===== src/rtl/riscv_core.sv =====
// riscv_core: minimal 16-bit single-cycle core. Executes the instruction word
// on ext_data at every rising clk edge; there is no fetch and no pipeline.
//
// Ports:
//   clk      - sole clock, all state updates on the rising edge
//   PC_rst   - asynchronous active-low reset; clears R0-R3, PC, halt and OutR
//   ext_data - instruction word {op[15:12], rd[11:10], rs[9:8], imm[7:0]}
//   OutR     - registered result, updated only by OUT or reset
module riscv_core (
  input  logic        clk,
  input  logic        PC_rst,
  input  logic [15:0] ext_data,
  output logic [15:0] OutR
);

  typedef enum logic [3:0] {
    OP_NOP  = 4'h0,
    OP_LDI  = 4'h1,
    OP_LDH  = 4'h2,
    OP_MOV  = 4'h3,
    OP_ADD  = 4'h4,
    OP_SUB  = 4'h5,
    OP_AND  = 4'h6,
    OP_OR   = 4'h7,
    OP_XOR  = 4'h8,
    OP_MIN  = 4'h9,
    OP_MAX  = 4'hA,
    OP_OUT  = 4'hB,
    OP_SLT  = 4'hC,
    OP_SHL  = 4'hD,
    OP_SHR  = 4'hE,
    OP_HALT = 4'hF
  } op_t;

  op_t         op;
  logic [1:0]  rd;
  logic [1:0]  rs;
  logic [7:0]  imm;

  logic [15:0] regs [4];
  logic [7:0]  pc;
  logic        halt;

  logic [15:0] a;
  logic [15:0] b;
  logic [15:0] result;
  logic        wr_en;
  logic        out_en;
  logic        halt_set;

  assign op  = op_t'(ext_data[15:12]);
  assign rd  = ext_data[11:10];
  assign rs  = ext_data[9:8];
  assign imm = ext_data[7:0];

  // Operands come from pre-edge register contents, so rd == rs simply
  // reads the same value twice.
  always_comb begin
    a        = regs[rd];
    b        = regs[rs];
    result   = a;
    wr_en    = 1'b0;
    out_en   = 1'b0;
    halt_set = 1'b0;
    case (op)
      OP_NOP:  ;
      OP_LDI:  begin result = {8'h00, imm};             wr_en = 1'b1; end
      OP_LDH:  begin result = {imm, a[7:0]};            wr_en = 1'b1; end
      OP_MOV:  begin result = b;                        wr_en = 1'b1; end
      OP_ADD:  begin result = a + b;                    wr_en = 1'b1; end
      OP_SUB:  begin result = a - b;                    wr_en = 1'b1; end
      OP_AND:  begin result = a & b;                    wr_en = 1'b1; end
      OP_OR:   begin result = a | b;                    wr_en = 1'b1; end
      OP_XOR:  begin result = a ^ b;                    wr_en = 1'b1; end
      OP_MIN:  begin result = (a < b) ? a : b;          wr_en = 1'b1; end
      OP_MAX:  begin result = (a > b) ? a : b;          wr_en = 1'b1; end
      OP_OUT:  out_en = 1'b1;
      OP_SLT:  begin result = {15'b0, (a < b)};         wr_en = 1'b1; end
      OP_SHL:  begin result = a << imm[3:0];            wr_en = 1'b1; end
      OP_SHR:  begin result = a >> imm[3:0];            wr_en = 1'b1; end
      OP_HALT: halt_set = 1'b1;
      default: ;
    endcase
  end

  always_ff @(posedge clk or negedge PC_rst) begin
    if (!PC_rst) begin
      for (int unsigned i = 0; i < 4; i++) regs[i] <= '0;
      pc   <= '0;
      halt <= 1'b0;
      OutR <= '0;
    end else if (!halt) begin
      // PC advances on every executed edge, the HALT edge included.
      pc <= pc + 8'd1;
      if (wr_en)    regs[rd] <= result;
      if (out_en)   OutR     <= b;
      if (halt_set) halt     <= 1'b1;
    end
  end

endmodule


===== config.mk =====
export PLATFORM = sky130hd
export DESIGN_NAME = riscv_core
export DESIGN_NICKNAME = d
export VERILOG_FILES = /design/src/rtl/riscv_core.sv
export SDC_FILE = /design/constraint.sdc
export NUM_CORES = 1
export LEC_CHECK = 0
export BUFFER_PORTS_ARGS = -buffer_cell sky130_fd_sc_hd__buf_2
export CAP_MARGIN = 30
export CORE_MARGIN = 2
export CORE_UTILIZATION = 55
export DETAILED_ROUTE_END_ITERATION = 10
export HOLD_SLACK_MARGIN = 0.05
export PLACE_DENSITY_LB_ADDON = 0.1
export SYNTH_ARGS = -nofsm -noshare
export SYNTH_HDL_FRONTEND = slang
export SYNTH_SLANG_ARGS = --single-unit

===== constraint.sdc =====
create_clock -name clk -period 9.6 [get_ports clk]
set_input_delay 1.92 -clock clk [delete_from_list [all_inputs] [get_ports clk]]
set_output_delay 1.92 -clock clk [all_outputs]
set_load 0.01 [all_outputs]

==> run metrics, run 1 <==
CTS H-tree lvls 3; Die H 135 um; top cells by area, synth dfrtp_1 22%, mux4_2 16%, mux2_2 11%; DR vias/cell 7.36; CP Data Required Time 9830 ps; vias in the first global route 8292; Rel. slew slack 35.4%; largest net degree at the start of global routing 66; Clock Tree Buf Depth 2; Hold Fails Final Rpt 0; TritonCTS clock tree built; synthesized cell area 0.00942 mm2; CP top delay family compound AO/OA/AOI/OAI gates; Net count, final 1065; DP Cell Count 1202; Post-synth ARST share 100%; DRC 0; ys flop type dfrtp_1; main combinational cell family by area after synthesis multiplexers; Peak VDD IR 199 uV; Core Box Area 0.0166 mm2; area share of the largest cell type after synthesis 21.5%; EDFF count, synth 0; post-synthesis mux area share 31.2%; XOR/XNOR Fraction of Synth Area 1.21%; initial antenna violation count 0; Synth Area in Compound Gates 19.6%; Synth Area in Adders 7.20%; Pleak 4.12 nW; CP Data Arrival Time 7140 ps; drt wl/cell 26.2 um; Root Driver clkbuf_16; Post-CTS Setup Bufs 0; overall routed net length 31900 um; RSZ-0062 raised after global routing no; Post-Synthesis Cells 1013; crit path time final 6920 ps; Max Fclk 0.145 GHz; Hold/Removal Path Class flop to flop; routability congestion estimate 0.975; 1st-pass router iterations 6; Worst setup SP type input pin; share of layout cells above drive strength 1 23.0%; Critical Path Max Stage Delay 750 ps; Post-DP HPWL 23500 um; Post-CTS Resized 0; syn_nets 1084; Clk pin slew, worst setup/hold paths 60 ps; yosys warns 0; total CTS buffers 9; I/O pin count 34; fin crit share 72.0%; fin cells 1219; Slew Limit Fails 0; Seq cells post-synth 81; row cnt 47; Critical path buffers and inverters 3; hold_buf cts 0; first-pass GRT wire length 50000 um; outcome completed; IO Port Bufs 33; Final WS setup 2680 ps; crit end category flop; number of diodes 0; Syn Area/Cell 9.30 um2; leading area contributor after synthesis dfrtp_1; sequence of cells on the critical path buf_2 -> buf_4 -> mux4_2 -> inv_1 -> ha_1 -> fa_1 -> or2_0 -> a211o_1 -> a21oi_1 -> nand4_1 -> a32o_1 -> a2111oi_0 -> nand3_1 -> mux2_2; TNS Setup 0 ps; clock skew 4.51 ps; Distinct cells, synth 75; commonest cells after routing, fill and taps aside 91 x mux2_2, 81 x dfrtp_1, 69 x nand2_1; Worst Tran Pin Value 967 ps; Total GRT Usage 35.9%; max cap viols 0; Die W 135 um; DR iter-0 viols 1166; Setup Crit Path Kind input pin to flop; Final setup viols 0; pwr/cell area 330 mW/mm2; Synth Area in Simple Gates 13.6%; CTS Sinks 81; fillers 1481; gr ovfl total 0; Die Footprint 0.0182 mm2; commonest non-fill, non-tap cell in the layout mux2_2; post-synthesis sequential area ratio 21.5%; synth-to-layout area growth 6.09%; DRT antenna net count 0; Slowest-stage cell, CP a2111oi_0; clk_lat worst skew 340 ps; Max FO, Critical Path 28; via count 8976; dpl ws 2530 ps; Initial Utilization 56.6%
## flip-flops by register name, summed over array words and instances (netlist names)
register / flops
OutR: 16
halt: 1
regs: 64
## worst paths after layout
check | start | end | slack, ps | depth (start not counted)
min | OutR[8] | OutR[8] | 500 | 1
min reg2reg | OutR[8] | OutR[8] | 500 | 1
max reg2reg | regs[0] | regs[28] | 4690 | 11
min in group asynchronous | PC_rst | regs[17] | 1480 | 1
max in group asynchronous | PC_rst | regs[61] | 7130 | 2
max | ext_data[10] | regs[28] | 2680 | 14
## per-layer routing
layer | vias up | wire (um) | global-route usage, %
met5 | - | 0 | 0
li1 | 3845 | - | -
met3 | 97 | 3660 | 7.32
met4 | 0 | 1250 | 13.5
met1 | 4417 | 13100 | 52.6
met2 | 617 | 13900 | 52.4
## cell type report
class	count	area (um2)	share of cell area, %
clock inverter	7	124	1.24
inverter	56	210	2.10
sequential	81	2030	20.3
tap	220	275	2.75
multi-input combinational	801	6870	68.8
clock buffer	9	225	2.25
timing repair buffer	45	262	2.62
## cells by family (layout without fill, tap and decap cells)
| group | count (synthesis) | after routing |
|---|---|---|
| adder cells (fa/ha/maj) | 53 | 53 |
| flip-flops | 81 | 81 |
| XOR/XNOR | 13 | 13 |
| AO/OA/AOI/OAI | 273 | 273 |
| AND/OR/NAND/NOR | 262 | 262 |
| multiplexers | 200 | 200 |
| buffers and inverters | 131 | 117 |
## synth_stat cells (4+ instances only)
cell	number
a2111oi_0	6
a211oi_1	16
a21o_1	14
a21oi_1	57
a221oi_1	11
a22o_1	4
a22oi_1	5
a31oi_1	8
a32oi_1	5
and2_1	4
buf_1	7
buf_2	17
clkbuf_1	47
dfrtp_1	81
ha_1	51
inv_1	54
mux2_2	91
mux2i_1	43
mux4_2	66
nand2_1	69
nand2b_1	10
nand3_1	38
nand4_1	8
nor2_1	55
nor2b_1	21
nor3_1	22
nor4_1	9
o2111ai_1	5
o211ai_1	17
o21a_1	5
o21ai_0	54
o21ai_1	4
o21bai_1	6
o221ai_1	4
o22ai_1	12
o31a_1	5
or2_2	4
xnor2_1	13
## metrics by stage
| step | util (%) | hold WS, ps | instance area (um2) | power, mW |
|---|---|---|---|---|
| finish | 60.1 | 503 | 10000 | 3.30 |
| global route | 60.1 | 520 | 10000 | 3.49 |
| CTS | 60.0 | 506 | 9990 | 3.22 |
| detailed placement | 57.9 | 492 | 9640 | 2.80 |
| global placement | 57.9 | 483 | 9640 | 2.79 |
| floorplan | - | 491 | 9420 | 2.19 |
## where the power goes
group	total (mW)	switching (mW)	internal, mW
clock network	0.407	0.149	0.257
registers	0.695	0.203	0.492
logic	2.20	1.29	0.908
total	3.30	1.64	1.66
(Power assumes the default switching activity.)
==> inputs of run 2 (changes only) <==
Settings changed: ABC_AREA set to 1.
Clock period 9.6 ns to 7 ns, I/O delays scaled along.
==> run metrics, run 2 <==
clk_lat worst skew 340 ps; Clock Tree Buf Depth 2; crit path time final 5730 ps; fin cells 1743; Seq cells post-synth 81; IO Port Bufs 33; Root Driver clkbuf_16; initial antenna violation count 1; Post-synth ARST share 100%; Max FO, Critical Path 48; vias in the first global route 9398; post-route cell area 0.00945 mm2; CTS Sinks 81; commonest cells after routing, fill and taps aside 626 x nand2_1, 209 x nand3_1, 121 x inv_1; RSZ-0062 raised after global routing no; Hold Fails Final Rpt 0; synthesized cell area 0.00890 mm2; total CTS buffers 9; share of layout cells above drive strength 1 7.47%; row cnt 46; clock skew 10.2 ps; post-synthesis sequential area ratio 22.8%; CP Data Arrival Time 6010 ps; Die Footprint 0.0172 mm2; Layout Utilization 59.7%; drt wl/cell 20.2 um; fin crit share 81.9%; ys flop type dfrtp_1; Critical Path Max Stage Delay 650 ps; Post-Synthesis Cells 1531; max cap viols 0; yosys warns 0; DRT antenna net count 0; Rel. slew slack 27.4%; Pwr Total 1.49 mW; count leader, synth nand2_1; largest net degree at the start of global routing 52; Distinct cells, synth 46; crit end category flop; Setup Crit Path Kind input pin to flop; dpl ws 1200 ps; number of flip-flops in the largest register 64; sequence of cells on the critical path buf_2 -> inv_1 -> nand2_1 -> nand2_1 -> nand2_1 -> nand2_1 -> inv_1 -> ha_1 -> inv_1 -> nand2_1 -> nor2_4 -> nand3_1 -> nand2_2 -> nand2_2 -> nand2_4 -> nand2_8 -> o21ai_4 -> o21ai_0 -> nand3_1 -> nand3_1 -> nand2_1; Final setup viols 0; Slowest-stage cell, CP buf_2; Net count, final 1592; first-pass GRT wire length 53400 um; Die W 131 um; EDFF count, synth 0; TNS Setup 0 ps; Total GRT Usage 39.8%; CP Data Required Time 7270 ps; DP Cell Count 1726; Clk pin slew, worst setup/hold paths 60 ps; DR iter-0 viols 1468; Placed Area 0.00915 mm2; largest registers regs: 64 flops, OutR: 16 flops, halt: 1 flops; fillers 1657; Final WS setup 1270 ps; I/O pin count 34; Hold/Removal Path Class flop to flop; Slew Limit Fails 0; Peak VDD IR 161 uV; hold_buf cts 0; DR vias/cell 6.08; syn_nets 1602; TritonCTS clock tree built; Worst setup SP type input pin; CTS H-tree lvls 3; Worst Tran Pin Value 1080 ps; DRC 0; Die H 131 um; 1st-pass router iterations 6; via count 10600; Pleak 5.02 nW; Core Box Area 0.0158 mm2; leading area contributor after synthesis nand2_1; Hold WS 477 ps; Post-CTS Setup Bufs 0; most flop-heavy register regs; gr ovfl total 0; Initial Utilization 56.3%; CP top delay family simple AND/OR/NAND/NOR gates; outcome completed; multi-input logic area 0.00605 mm2; overall routed net length 35200 um; Syn Area/Cell 5.82 um2; pwr/cell area 158 mW/mm2; Critical path buffers and inverters 4; FF+latch area 0.00203 mm2; top cells by area, synth nand2_1 26%, dfrtp_1 23%, nand3_1 12%; routability congestion estimate 1.06; commonest non-fill, non-tap cell in the layout nand2_1; crit-path most repeated cell nand2_1; area share of the largest cell type after synthesis 26.4%; Post-CTS Resized 0; Post-DP HPWL 26400 um; synth cell count leaders 626 x nand2_1, 209 x nand3_1, 121 x inv_1, 94 x nor2_1, 84 x o21ai_0; Max Fclk 0.174 GHz; synth-to-layout area growth 6.14%
[run 2: cell count changes in the layout (fill, tap and decap cells not counted), sizes merged, moves of 38 or more]
| cell | previous run | this run |
|---|---|---|
| nand2 | 69 | 643 |
| nand3 | 38 | 209 |
| mux2 | 91 | 0 |
| inv | 58 | 135 |
| mux4 | 66 | 0 |
| nor2 | 55 | 102 |
| mux2i | 43 | 0 |
| o21ai | 58 | 96 |
[run 2: path summary, 6_finish.rpt]
path / startpoint / to / slack, ps / depth (start not counted)
max: ext_data[10] / regs[23] / 1270 / 21
min: OutR[10] / OutR[10] / 480 / 2
max reg2reg: regs[55] / regs[23] / 3190 / 19
min reg2reg: OutR[10] / OutR[10] / 480 / 2
max in group asynchronous: PC_rst / regs[29] / 5410 / 2
min in group asynchronous: PC_rst / OutR[9] / 990 / 1
[run 2: layout make-up]
type                       count  area share [%]
sequential                    81            21.4
timing repair buffer          43            2.99
multi-input combinational   1250            64.0
antenna                        1          0.0265
inverter                     136            5.43
clock buffer                  10            2.53
clock inverter                 6           0.688
tap                          216            2.86
[run 2: where the power goes]
group / switching, mW / internal (mW) / leakage, nW
Sequential: 0.0124 / 0.484 / 1.10
Clock: 0.200 / 0.287 / 0.149
Combinational: 0.379 / 0.132 / 3.77
[run 2: cells by family (layout without fill, tap and decap cells)]
logic type	after synthesis	in the layout	synth area share [%]
other	0	1	0
buffers and inverters	200	195	9.27
AND/OR/NAND/NOR	994	994	47.3
XOR/XNOR	3	3	0.295
flip-flops	81	81	22.8
adder cells (fa/ha/maj)	53	53	7.62
AO/OA/AOI/OAI	200	200	12.8
[run 2: worst min-delay path: cells and delay by family, from the launching register on]
family / cells / cell delay (ps)
flip-flops: 1 / 340
AO/OA/AOI/OAI: 1 / 50
AND/OR/NAND/NOR: 1 / 50
[run 2: metal layers]
metal  up-vias  part of all wire (%)  track usage (%)  wire (um)
met1      4866                    39             52.9      13800
met4         0                   7.1             26.3       2510
met5         -                     0                0          0
li1       4923                     -                -          -
met3       135                    11             6.83       3940
met2       681                    42             59.6      14900
